--- config.mk ---
export PLATFORM = sky130hd
export DESIGN_NAME = text_cursor_ctrl_flat
export DESIGN_NICKNAME = d
export VERILOG_FILES = /design/src/rtl/text_cursor_ctrl_pkg.sv /design/src/rtl/text_cursor_ctrl_if.sv /design/src/rtl/text_cursor_ctrl_sweep_cnt.sv /design/src/rtl/text_cursor_ctrl.sv /design/src/flat_wrapper.sv
export SDC_FILE = /design/constraint.sdc
export NUM_CORES = 1
export LEC_CHECK = 0
export CORE_MARGIN = 10
export CORE_UTILIZATION = 50
export CTS_CLUSTER_SIZE = 20
export DETAILED_ROUTE_END_ITERATION = 10
export GPL_TIMING_DRIVEN = 0
export PLACE_DENSITY = 0.72
export SETUP_SLACK_MARGIN = 0.3
export SLEW_MARGIN = 40
export SYNTH_ARGS = -nofsm -noshare
export SYNTH_HDL_FRONTEND = slang
export SYNTH_HIERARCHICAL = 1
export SYNTH_SLANG_ARGS = --single-unit
--- constraint.sdc ---
create_clock -name clk -period 4.5 [get_ports clk]
set_input_delay 1.35 -clock clk [delete_from_list [all_inputs] [get_ports clk]]
set_output_delay 1.35 -clock clk [all_outputs]
set_load 0.05 [all_outputs]
--- src/rtl/text_cursor_ctrl_pkg.sv ---
// Shared constants, state encoding and ASCII codes for the text console writer.
// Build with SCROLL_EN defined to add the scroll-on-last-row state.
package text_pkg;
  localparam int COLS   = 70;
  localparam int ROWS   = 30;
  localparam int ADDR_W = 12;

`ifdef SCROLL_EN
  typedef enum logic [1:0] {ST_CLEAR, ST_IDLE, ST_CLR_LINE, ST_SCROLL} state_t;
`else
  typedef enum logic [1:0] {ST_CLEAR, ST_IDLE, ST_CLR_LINE} state_t;
`endif

  localparam logic [7:0] BS        = 8'h08;
  localparam logic [7:0] LF        = 8'h0A;
  localparam logic [7:0] CR        = 8'h0D;
  localparam logic [7:0] SP        = 8'h20;
  localparam logic [7:0] DEL_LIMIT = 8'h7E;

  function automatic logic is_printable(input logic [7:0] c);
    return (c >= SP) && (c <= DEL_LIMIT);
  endfunction
endpackage

--- src/rtl/text_cursor_ctrl_if.sv ---
// Key input handshake, character RAM ports and cursor position of the console writer.
// Handshake: a key transfers on a cycle where key_valid && key_ready; key_valid while key_ready is low is lost.
interface text_cursor_ctrl_if #(parameter int ADDR_W = text_pkg::ADDR_W);
  logic              key_valid;
  logic [7:0]        key_ascii;
  logic              key_ready;
  logic              busy;
  logic              buf_we;
  logic [ADDR_W-1:0] buf_waddr;
  logic [7:0]        buf_wdata;
  logic [ADDR_W-1:0] buf_raddr;
  logic [7:0]        buf_rdata;
  logic [6:0]        cur_col;
  logic [4:0]        cur_row;

  modport master (
    input  key_valid, key_ascii, buf_rdata,
    output key_ready, busy, buf_we, buf_waddr, buf_wdata, buf_raddr, cur_col, cur_row
  );
  modport slave (
    output key_valid, key_ascii, buf_rdata,
    input  key_ready, busy, buf_we, buf_waddr, buf_wdata, buf_raddr, cur_col, cur_row
  );
endinterface

--- src/rtl/text_cursor_ctrl_sweep_cnt.sv ---
// Loadable start/length address counter; o_last flags the final address of the sweep.
module text_sweep_cnt
  import text_pkg::*;
(
  input  logic              i_clk,
  input  logic              i_rst,
  input  logic              i_load,
  input  logic              i_en,
  input  logic [ADDR_W-1:0] i_start,
  input  logic [ADDR_W-1:0] i_len,
  output logic [ADDR_W-1:0] o_addr,
  output logic              o_last
);
  logic [ADDR_W-1:0] r_addr;
  logic [ADDR_W-1:0] r_end;

  // Reset loads the full-screen clear range so CLEAR can start without a load.
  always_ff @(posedge i_clk) begin
    if (i_rst) begin
      r_addr <= '0;
      r_end  <= ADDR_W'(COLS * ROWS - 1);
    end else if (i_load) begin
      r_addr <= i_start;
      r_end  <= i_start + i_len - ADDR_W'(1);
    end else if (i_en) begin
      r_addr <= r_addr + ADDR_W'(1);
    end
  end

  assign o_addr = r_addr;
  assign o_last = (r_addr == r_end);
endmodule

--- src/rtl/text_cursor_ctrl.sv ---
// Turns key events into character RAM writes: cursor, wrap, backspace, newline, clears.
// SCROLL_EN adds scrolling on a newline from the last row instead of wrapping to row 0.
module text_cursor_ctrl
  import text_pkg::*;
(
  input  logic                      clk,
  input  logic                      rst,
  text_cursor_ctrl_if.master        bus_if,
  output state_t                    o_state
);
  localparam logic [6:0]        LAST_COL  = 7'(COLS - 1);
  localparam logic [4:0]        LAST_ROW  = 5'(ROWS - 1);
  localparam logic [ADDR_W-1:0] COPY_N    = ADDR_W'((ROWS - 1) * COLS);
  localparam logic [ADDR_W-1:0] LAST_ADDR = ADDR_W'(COLS * ROWS - 1);

  state_t            r_state, w_state_nxt;
  logic [6:0]        r_col, w_col_nxt;
  logic [4:0]        r_row, w_row_nxt;
  logic              r_we, w_we_nxt;
  logic [ADDR_W-1:0] r_waddr, w_waddr_nxt;
  logic [7:0]        r_wdata, w_wdata_nxt;
  logic [ADDR_W-1:0] r_raddr, w_raddr_nxt;
  logic              r_ready, w_ready_nxt;
  logic              r_busy;
  logic              r_prime, w_prime_nxt;

  logic              w_cnt_load, w_cnt_en, w_cnt_last, w_do_nl;
  logic [ADDR_W-1:0] w_cnt_start, w_cnt_len, w_cnt_addr;
  logic [ADDR_W-1:0] w_row_base, w_cur_addr;

  text_sweep_cnt u_sweep (
    .i_clk   (clk),
    .i_rst   (rst),
    .i_load  (w_cnt_load),
    .i_en    (w_cnt_en),
    .i_start (w_cnt_start),
    .i_len   (w_cnt_len),
    .o_addr  (w_cnt_addr),
    .o_last  (w_cnt_last)
  );

  assign w_row_base = ADDR_W'(r_row) * ADDR_W'(COLS);
  assign w_cur_addr = w_row_base + ADDR_W'(r_col);

  always_comb begin
    w_state_nxt = r_state;
    w_col_nxt   = r_col;
    w_row_nxt   = r_row;
    w_we_nxt    = 1'b0;
    w_waddr_nxt = r_waddr;
    w_wdata_nxt = r_wdata;
    w_raddr_nxt = r_raddr;
    w_ready_nxt = r_ready;
    w_prime_nxt = r_prime;
    w_cnt_load  = 1'b0;
    w_cnt_en    = 1'b0;
    w_cnt_start = '0;
    w_cnt_len   = ADDR_W'(COLS);
    w_do_nl     = 1'b0;
    case (r_state)
      ST_CLEAR, ST_CLR_LINE: begin
        w_we_nxt    = 1'b1;
        w_waddr_nxt = w_cnt_addr;
        w_wdata_nxt = 8'h00;
        w_cnt_en    = 1'b1;
        if (w_cnt_last) begin
          w_state_nxt = ST_IDLE;
          w_ready_nxt = 1'b1;
        end
      end
      ST_IDLE: begin
        if (bus_if.key_valid && r_ready) begin
          if (is_printable(bus_if.key_ascii)) begin
            w_we_nxt    = 1'b1;
            w_waddr_nxt = w_cur_addr;
            w_wdata_nxt = bus_if.key_ascii;
            if (r_col == LAST_COL) w_do_nl = 1'b1;
            else                   w_col_nxt = r_col + 7'd1;
          end else if (bus_if.key_ascii == BS) begin
            if (r_col != 7'd0) begin
              w_col_nxt   = r_col - 7'd1;
              w_we_nxt    = 1'b1;
              w_waddr_nxt = w_cur_addr - ADDR_W'(1);
              w_wdata_nxt = 8'h00;
            end else if (r_row != 5'd0) begin
              w_row_nxt   = r_row - 5'd1;
              w_col_nxt   = LAST_COL;
              w_we_nxt    = 1'b1;
              w_waddr_nxt = w_row_base - ADDR_W'(1);
              w_wdata_nxt = 8'h00;
            end
          end else if (bus_if.key_ascii == CR || bus_if.key_ascii == LF) begin
            w_do_nl = 1'b1;
          end
        end
        if (w_do_nl) begin
          w_col_nxt   = 7'd0;
          w_ready_nxt = 1'b0;
          w_cnt_load  = 1'b1;
          if (r_row != LAST_ROW) begin
            w_row_nxt   = r_row + 5'd1;
            w_state_nxt = ST_CLR_LINE;
            w_cnt_start = w_row_base + ADDR_W'(COLS);
          end else begin
`ifdef SCROLL_EN
            w_state_nxt = ST_SCROLL;
            w_cnt_len   = COPY_N;
            w_raddr_nxt = ADDR_W'(COLS);
            w_prime_nxt = 1'b1;
`else
            w_row_nxt   = 5'd0;
            w_state_nxt = ST_CLR_LINE;
`endif
          end
        end
      end
`ifdef SCROLL_EN
      // The read address runs one cycle ahead; the first cycle only primes the RAM.
      ST_SCROLL: begin
        if (r_raddr != LAST_ADDR) w_raddr_nxt = r_raddr + ADDR_W'(1);
        if (r_prime) begin
          w_prime_nxt = 1'b0;
        end else begin
          w_we_nxt    = 1'b1;
          w_waddr_nxt = w_cnt_addr;
          w_wdata_nxt = bus_if.buf_rdata;
          w_cnt_en    = 1'b1;
          if (w_cnt_last) begin
            w_state_nxt = ST_CLR_LINE;
            w_cnt_load  = 1'b1;
            w_cnt_start = COPY_N;
            w_raddr_nxt = '0;
          end
        end
      end
`endif
      default: w_state_nxt = ST_CLEAR;
    endcase
  end

  always_ff @(posedge clk) begin
    if (rst) begin
      r_state <= ST_CLEAR;
      r_col   <= 7'd0;
      r_row   <= 5'd0;
      r_we    <= 1'b0;
      r_waddr <= '0;
      r_wdata <= 8'h00;
      r_raddr <= '0;
      r_ready <= 1'b0;
      r_busy  <= 1'b1;
      r_prime <= 1'b0;
    end else begin
      r_state <= w_state_nxt;
      r_col   <= w_col_nxt;
      r_row   <= w_row_nxt;
      r_we    <= w_we_nxt;
      r_waddr <= w_waddr_nxt;
      r_wdata <= w_wdata_nxt;
      r_raddr <= w_raddr_nxt;
      r_ready <= w_ready_nxt;
      r_busy  <= !w_ready_nxt;
      r_prime <= w_prime_nxt;
    end
  end

`ifndef SCROLL_EN
  logic w_unused_rdata;
  assign w_unused_rdata = ^bus_if.buf_rdata;
`endif

  assign bus_if.key_ready = r_ready;
  assign bus_if.busy      = r_busy;
  assign bus_if.buf_we    = r_we;
  assign bus_if.buf_waddr = r_waddr;
  assign bus_if.buf_wdata = r_wdata;
  assign bus_if.buf_raddr = r_raddr;
  assign bus_if.cur_col   = r_col;
  assign bus_if.cur_row   = r_row;
  assign o_state          = r_state;
endmodule

--- src/flat_wrapper.sv ---
// flat-port wrapper written by rule: the top's interface ports become plain ports
module text_cursor_ctrl_flat import text_pkg::*;
  (clk, rst, o_state, bus_if_key_valid, bus_if_key_ascii, bus_if_buf_rdata, bus_if_key_ready, bus_if_busy, bus_if_buf_we, bus_if_buf_waddr, bus_if_buf_wdata, bus_if_buf_raddr, bus_if_cur_col, bus_if_cur_row);
  text_cursor_ctrl_if bus_if_i ();
  input  logic clk;
  input  logic rst;
  output state_t o_state;
  input wire logic [$bits(bus_if_i.key_valid)-1:0] bus_if_key_valid;
  input wire logic [$bits(bus_if_i.key_ascii)-1:0] bus_if_key_ascii;
  input wire logic [$bits(bus_if_i.buf_rdata)-1:0] bus_if_buf_rdata;
  output wire logic [$bits(bus_if_i.key_ready)-1:0] bus_if_key_ready;
  output wire logic [$bits(bus_if_i.busy)-1:0] bus_if_busy;
  output wire logic [$bits(bus_if_i.buf_we)-1:0] bus_if_buf_we;
  output wire logic [$bits(bus_if_i.buf_waddr)-1:0] bus_if_buf_waddr;
  output wire logic [$bits(bus_if_i.buf_wdata)-1:0] bus_if_buf_wdata;
  output wire logic [$bits(bus_if_i.buf_raddr)-1:0] bus_if_buf_raddr;
  output wire logic [$bits(bus_if_i.cur_col)-1:0] bus_if_cur_col;
  output wire logic [$bits(bus_if_i.cur_row)-1:0] bus_if_cur_row;
  assign bus_if_i.key_valid = bus_if_key_valid;
  assign bus_if_i.key_ascii = bus_if_key_ascii;
  assign bus_if_i.buf_rdata = bus_if_buf_rdata;
  assign bus_if_key_ready = bus_if_i.key_ready;
  assign bus_if_busy = bus_if_i.busy;
  assign bus_if_buf_we = bus_if_i.buf_we;
  assign bus_if_buf_waddr = bus_if_i.buf_waddr;
  assign bus_if_buf_wdata = bus_if_i.buf_wdata;
  assign bus_if_buf_raddr = bus_if_i.buf_raddr;
  assign bus_if_cur_col = bus_if_i.cur_col;
  assign bus_if_cur_row = bus_if_i.cur_row;
  text_cursor_ctrl u_core (.clk(clk), .rst(rst), .bus_if(bus_if_i), .o_state(o_state));
endmodule
### Yosys cells after proc, flatten, opt, wreduce, memory -nomap -nowiden

Index checks and enable logic that the tools add are counted.

* add/subtract/negate cells: 11
* multiply operators: 1
* order comparisons: 2
* equality and inequality tests: 16
* muxes and demuxes: 52
* reduce and logical (&&, ||, !) cells: 19

Operators with widths (count)
* 2-to-1 mux 12 bit: 10
* 2-to-1 mux 7 bit: 7
* 2-to-1 mux 8 bit: 5
* subtractor 12 x 1 -> 12 bit, second input constant: 3
* 2-to-1 mux 5 bit: 7
* adder 12 x 7 -> 12 bit, second input constant: 2
* == test 8 x 4 -> 1 bit, second input constant: 3
* case mux 12 bit (2 select lines): 1
* 2-to-1 mux 1 bit: 16
* case mux 8 bit (2 select lines): 1
* adder 12 x 1 -> 12 bit, second input constant: 1
* adder 12 x 7 -> 12 bit: 1
* == test 12 bit: 1
* multiplier 5 x 6 -> 11 bit, second input constant: 1
* nonzero test 2 bit: 5
* greater-or-equal comparator 8 x 6 -> 1 bit, second input constant: 1
* <= comparator 8 x 7 -> 1 bit, second input constant: 1
* adder 7 x 1 -> 7 bit, second input constant: 1
* == test 7 bit, second input constant: 1
* nonzero test 7 bit: 1
* subtractor 7 x 1 -> 7 bit, second input constant: 1
* != test 2 bit, second input constant: 3
* AND reduction 6 bit: 1
* adder 5 x 1 -> 5 bit, second input constant: 1
* 22 further kinds: 26

* bits in registers: 61
* bits of input ports: 19
* output and inout bits: 49
* word-level logic and storage cells: 111

### Depth between registers and ports, before layout

Gate-level depths: netlist of run 1.

* word-level depth: 11
* depth in mapped cells: 23
* gate-level depth less buffers: 23

### Modules after synthesis

The synthesis of run 1 kept the hierarchy.

Modules (own cells, without submodules)
* text_cursor_ctrl: instances 1, cells each 507, area an instance 3759.9 um^2, sequential area each 740.7 um^2
* text_sweep_cnt: instances 1, cells each 253, area an instance 1970.6 um^2, sequential area each 480.5 um^2

### Worst setup path before layout of run 1

No wires, ideal clock.

* kind: register -> register
* start point: reg u_core.r_row[3] (netlist: u_core/bus_if.cur_row[3])
* end point: reg u_core.r_waddr[9] (netlist: u_core/bus_if.buf_waddr[9])
* library setup time: 0.086 ns
* arrival: 4.547 ns
* data required time: 4.414 ns
* setup slack: -0.132 ns
* cell stages (with the launch flop): 16
* buffers on the path: 1
* clock period less this slack: 4.632 ns
* cells stage by stage: dfxtp_1 > inv_1 > ha_1 > inv_1 > ha_1 > ha_1 > xor2_1 > ha_1 > buf_6 > and2_4 > or2_2 > o31a_1 > o32ai_4 > a21oi_1 > or4_1 > a211oi_1

* word-level cells in the longest chain between the ends: 8
* elaborated cells between the ends (all ways): 13
* classes of those cells: add/sub: 3; mul: 1; eq/ne: 1; mux: 6; reduce/logical: 2

Ends and longest elaborated chain
* start, declared: RTL line text_cursor_ctrl.sv:18 `logic [4:0] r_row, w_row_nxt;`
* start signal, assigned: RTL line text_cursor_ctrl.sv:156 `r_row <= w_row_nxt;`
* multiplier 5 x 6 -> 11 bit: RTL line text_cursor_ctrl.sv:42 `assign w_row_base = ADDR_W'(r_row) * ADDR_W'(COLS);`
* adder 12 x 7 -> 12 bit or subtractor 12 x 1 -> 12 bit (tied branches): RTL line text_cursor_ctrl.sv:43, text_cursor_ctrl.sv:89
* subtractor 12 x 1 -> 12 bit or 2-to-1 mux 12 bit (tied branches): RTL line text_cursor_ctrl.sv:83, text_cursor_ctrl.sv:85
* 2-to-1 mux 12 bit: RTL line text_cursor_ctrl.sv:80 `if (r_col != 7'd0) begin`
* 2-to-1 mux 12 bit: RTL line text_cursor_ctrl.sv:79 `end else if (bus_if.key_ascii == BS) begin`
* 2-to-1 mux 12 bit: RTL line text_cursor_ctrl.sv:73 `if (is_printable(bus_if.key_ascii)) begin`
* 2-to-1 mux 12 bit: RTL line text_cursor_ctrl.sv:72 `if (bus_if.key_valid && r_ready) begin`
* case mux 12 bit (2 select lines): RTL line text_cursor_ctrl.sv:60 `case (r_state)`
* end signal, assigned: RTL line text_cursor_ctrl.sv:158 `r_waddr <= w_waddr_nxt;`
* end, declared: RTL line text_cursor_ctrl.sv:20 `logic [ADDR_W-1:0] r_waddr, w_waddr_nxt;`

Parallel ways exist; a longest one is shown, timed or not. The select of a mux whose other input is x is not followed.
A chain may end at the register's enable or synchronous reset.

### Final worst setup path of run 1

* start point: in bus_if_key_ascii[7]
* end point: reg u_core.u_sweep.r_end[9]

* word-level cells in the longest chain between the ends: 11
* elaborated cells between the ends (all ways): 18
* classes of those cells: add/sub: 2; order compare: 2; eq/ne: 3; mux: 9; reduce/logical: 2

Ends and longest elaborated chain
* start, declared: RTL line flat_wrapper.sv:9 `input wire logic [$bits(bus_if_i.key_ascii)-1:0] bus_if_key_ascii;`
* branches (longest 4 deep; another with greater-or-equal comparator 8 x 6 -> 1 bit)
* 2-to-1 mux 1 bit *: RTL line text_cursor_ctrl.sv:73
* 2-to-1 mux 1 bit *: RTL line text_cursor_ctrl.sv:72
* 2-to-1 mux 1 bit *: RTL line text_cursor_ctrl.sv:60
* 2-to-1 mux 12 bit *: RTL line text_cursor_ctrl.sv:96 `if (w_do_nl) begin`
* 2-to-1 mux 12 bit *: RTL line text_cursor_ctrl.sv:60
* named net u_core.w_cnt_start[3]: RTL line text_cursor_ctrl.sv:28 `logic [ADDR_W-1:0] w_cnt_start, w_cnt_len, w_cnt_addr;`
* adder 12 x 7 -> 12 bit *: RTL line text_cursor_ctrl_sweep_cnt.sv:24 `r_end <= i_start + i_len - ADDR_W'(1);`
* subtractor 12 x 1 -> 12 bit *: RTL line text_cursor_ctrl_sweep_cnt.sv:24
* end signal, assigned: RTL line text_cursor_ctrl_sweep_cnt.sv:21 `r_end <= ADDR_W'(COLS * ROWS - 1);`
* end signal, assigned: RTL line text_cursor_ctrl_sweep_cnt.sv:24
* end, declared: RTL line text_cursor_ctrl_sweep_cnt.sv:15 `logic [ADDR_W-1:0] r_end;`

Mark *: on every way through the listed nets, which the timed path passes. The select of a mux whose other input is x is not followed.

==> run_results.csv, run 1 <==
group,metric,value,unit
worst_hold_path,worstHoldStart,"u_core/bus_if.buf_wdata[3]",
yosys,synth-seq-cells,61,
die,dieWidth,127,um
drt,num_vias,6133,
yosys,synth_top_family_by_area,"compound AO/OA/AOI/OAI gates",
die,dieArea,16100,sq um
yosys,synth-edff-count,0,
timing,finalSetupViolCount,0,
die,fp.dieH,127,um
clock_network,insertion_delay,0.33,ns
grt,grt_usage,21.3,%
clock_network,cts_max_level,3,
yosys,synth-compound-area-share,24.8,%
timing,worstMarginPinSlew,0.690,ns
timing,rsz0062_at_grt,"true",
timing,fmax,237,MHz
worst_setup_path,worst-setup-path-type,"in -> reg",
grt,grt_pass1_wl,28.6,mm
yosys,synthTopCellsByArea,"dfxtp_1, ha_1, nor2_1",
drt,drtPass1Iterations,5,
yosys,synthMuxAreaShare,0.546,%
clock_network,clock_path_buffers,2,
layout,final_cell_mix,"nor2_1, nand2_1, dfxtp_1",
timing,slew_headroom,53.8,%
layout,antenna_cells,0,
placed_design,place_area,6570,sq um
yosys,synth_top_area_cell,"dfxtp_1",
yosys,synthSimpleGateAreaFrac,24.3,%
yosys,synth_cell_types,86,
yosys,async_reset_ff_share,0,%
pwr,power_density,203,nW/um^2
layout,mostFrequentLayoutCell,"nor2_1",
drt,drtIter0Drc,574,
yosys,synthFlopType,"dfxtp_1",
yosys,netlist_area,5730,sq um
drt,drt-total-wl,18.3,mm
grt,grt-ovfl-total,0,
clock_network,cts_hold_buf,0,
grt,grt_pass1_vias,5672,
worst_hold_path,hold_class,"reg -> reg",
layout,final_cells,1024,
placed_design,place_hpwl,13.4,mm
layout,finalInstanceArea,7570,sq um
placed_design,place_inst,973,
layout,nNetsFinal,949,
timing,slew_violations,0,
yosys,synthAdderAreaFrac,12.0,%
worst_setup_path,worstPathRequired,4.74,ns
drt,drtAntennaViolNets,0,
clock_network,clkTransAtPathRegs,0.05,ns
yosys,syn_inst,760,
pwr,finalPower,1540,uW
timing,period_needed,4.22,ns
worst_setup_path,r2r_cells,19,
run,drv_cap,0,
timing,whs,0.452,ns
placed_design,gp_congestion,0.935,
timing,fin_skew,0.00894,ns
worst_setup_path,worstReg2RegStart,"u_core/bus_if.cur_row[3]",
outcome,status,"finished clean",
yosys,synth_area_per_cell,7.54,sq um
grt,grt_start_max_net_pins,11,
worst_hold_path,min_to,"u_core/bus_if.buf_wdata[3]",
worst_setup_path,r2r_end,"u_core/u_sweep/r_end[9]",
drt,wl_per_cell,17.9,um
timing,setup_tns,0,ns
yosys,synth-xor-area-share,7.95,%
placed_design,port_buffers,47,
pwr,vdd_ir_drop_max,256,uV
clock_network,cts_tree,"done",
clock_network,clkSinkCount,61,
worst_hold_path,holdPathStages,2,
layout,area_delta_synth_final,32.1,%
layout,drive_gt1_share,21.7,%
yosys,yosysWarnings,6,
pwr,power.leakage,0.00299,uW
die,pin_count,68,
worst_setup_path,end_kind,"register",
drt,viasPerCell,5.99,
worst_setup_path,arrival,4.46,ns
clock_network,numCtsBuffers,9,
die,coreArea,11300,sq um
drt,drc_errors,0,
die,start_util,50.6,%
worst_setup_path,cp-start-kind,"input port",
worst_setup_path,reg2reg_slack,0.37,ns
yosys,synth_top_cell_area_share,21.3,%
worst_setup_path,crit_fanout,4,
clock_network,root_buffer,"clkbuf_16",
die,fp-row-count,39,
timing,period_share,93.8,%
yosys,ys_seq_area_share,21.3,%
timing,final-hold-violation-count,0,
grt,antenna_found_initial,0,
power by group:
part / internal [uW] / switching, uW
clock: 513 / 256
sequential: 543 / 5.48
combinational: 88.4 / 132
total: 1150 / 393
critical path, cell delays in order:
cell and delay, ns:
buf_8 0.10, o21ba_4 0.21, o211ai_1 0.12, nor3_2 0.23, o21ba_4 0.19, and2_4 0.17
nand2_4 0.07, buf_8 0.17, buf_6 0.13, nor2_4 0.11, inv_2 0.07, ha_4 0.26
inv_2 0.03, ha_4 0.29, nand2b_4 0.07, a211oi_4 0.30, o21ai_2 0.09, or4_1 0.41
o311ai_1 0.08
registers in the layout, summed over array words and instances, names as in the netlist:
signal,count
u_core/bus_if.cur_row,5
u_core/o_state,2
u_core/bus_if.buf_wdata,8
u_core/bus_if.key_ready,1
u_core/bus_if.buf_we,1
u_core/bus_if.busy,1
u_core/bus_if.buf_waddr,12
u_core/bus_if.cur_col,7
u_core/u_sweep/o_addr,12
u_core/u_sweep/r_end,12
cells by family (layout without fill, tap and decap cells):
| family | count (synthesis) | count (layout) |
|---|---|---|
| muxes | 3 | 3 |
| DFF | 61 | 61 |
| adders and majority gates | 53 | 53 |
| and+or+nand+nor | 278 | 278 |
| xor gates and xnor gates | 52 | 52 |
| other | 2 | 25 |
| buffers and inverters | 112 | 210 |
| AOI/OAI and AO/OA | 199 | 199 |
routing by layer:
| metal | vias to the layer above | routed length (um) | track usage [%] |
|---|---|---|---|
| li1 | 2908 | - | - |
| met1 | 2891 | 7600 | 26.0 |
| met2 | 283 | 8610 | 34.8 |
| met3 | 51 | 1580 | 5.87 |
| met4 | 0 | 553 | 8.37 |
| met5 | - | 0 | 0 |
how the worst max path moves through the flow:
stage,to,depth (start not counted),from,slack [ns]
after global placement,u_core/u_sweep/r_end[9],17,bus_if_key_ascii[0],-0.63
final,u_core/u_sweep/r_end[9],19,bus_if_key_ascii[7],0.28
after detailed placement,u_core/u_sweep/r_end[9],17,bus_if_key_ascii[5],-0.69
after global routing,u_core/u_sweep/r_end[9],19,bus_if_key_ascii[7],0.21
after floorplan,u_core/u_sweep/r_end[9],16,bus_if_key_ascii[7],0.26
after CTS,u_core/u_sweep/r_end[9],17,bus_if_key_ascii[4],0.13
cell usage after synthesis (all sizes together) (12+ instances only):
master,count
ha,50
buf,28
a211oi,24
xnor2,36
xor2,16
clkbuf,18
nand3,33
o21ai,34
nor3b,12
nor2,88
a21oi,57
nand2,60
nor3,19
inv,66
dfxtp,61
final cells by class:
| type | instances | area, sq um |
|---|---|---|
| clock buffers | 12 | 256 |
| inverters | 66 | 253 |
| flip-flops and latches | 61 | 1230 |
| multi-input cells | 610 | 4570 |
| fillers | 914 | 3750 |
| plain buffers | 46 | 284 |
| clock inverters | 3 | 68.8 |
| repair buffers | 83 | 727 |
| well taps | 143 | 179 |
stage by stage:
step	utilization [%]	setup WS [ns]
floorplan	-	0.259
global route	66.9	0.212
CTS	63.7	0.127
global placement	58.0	-0.627
finish	66.9	0.279
detailed placement	58.0	-0.694
what timing repair did:
action,in CTS,in global routing
buffers inserted,19,16
cloned,1,0
pin swaps,18,32
gates resized for setup,63,72
setup endpoints to repair,18,23
(Power assumes the default switching activity.)
==> inputs of run 2 (changes only) <==
Settings changed: HOLD_SLACK_MARGIN set to 0.12.
==> results of run 2 <==
The final DEF is identical to that of run 1; final timing and power are the same.
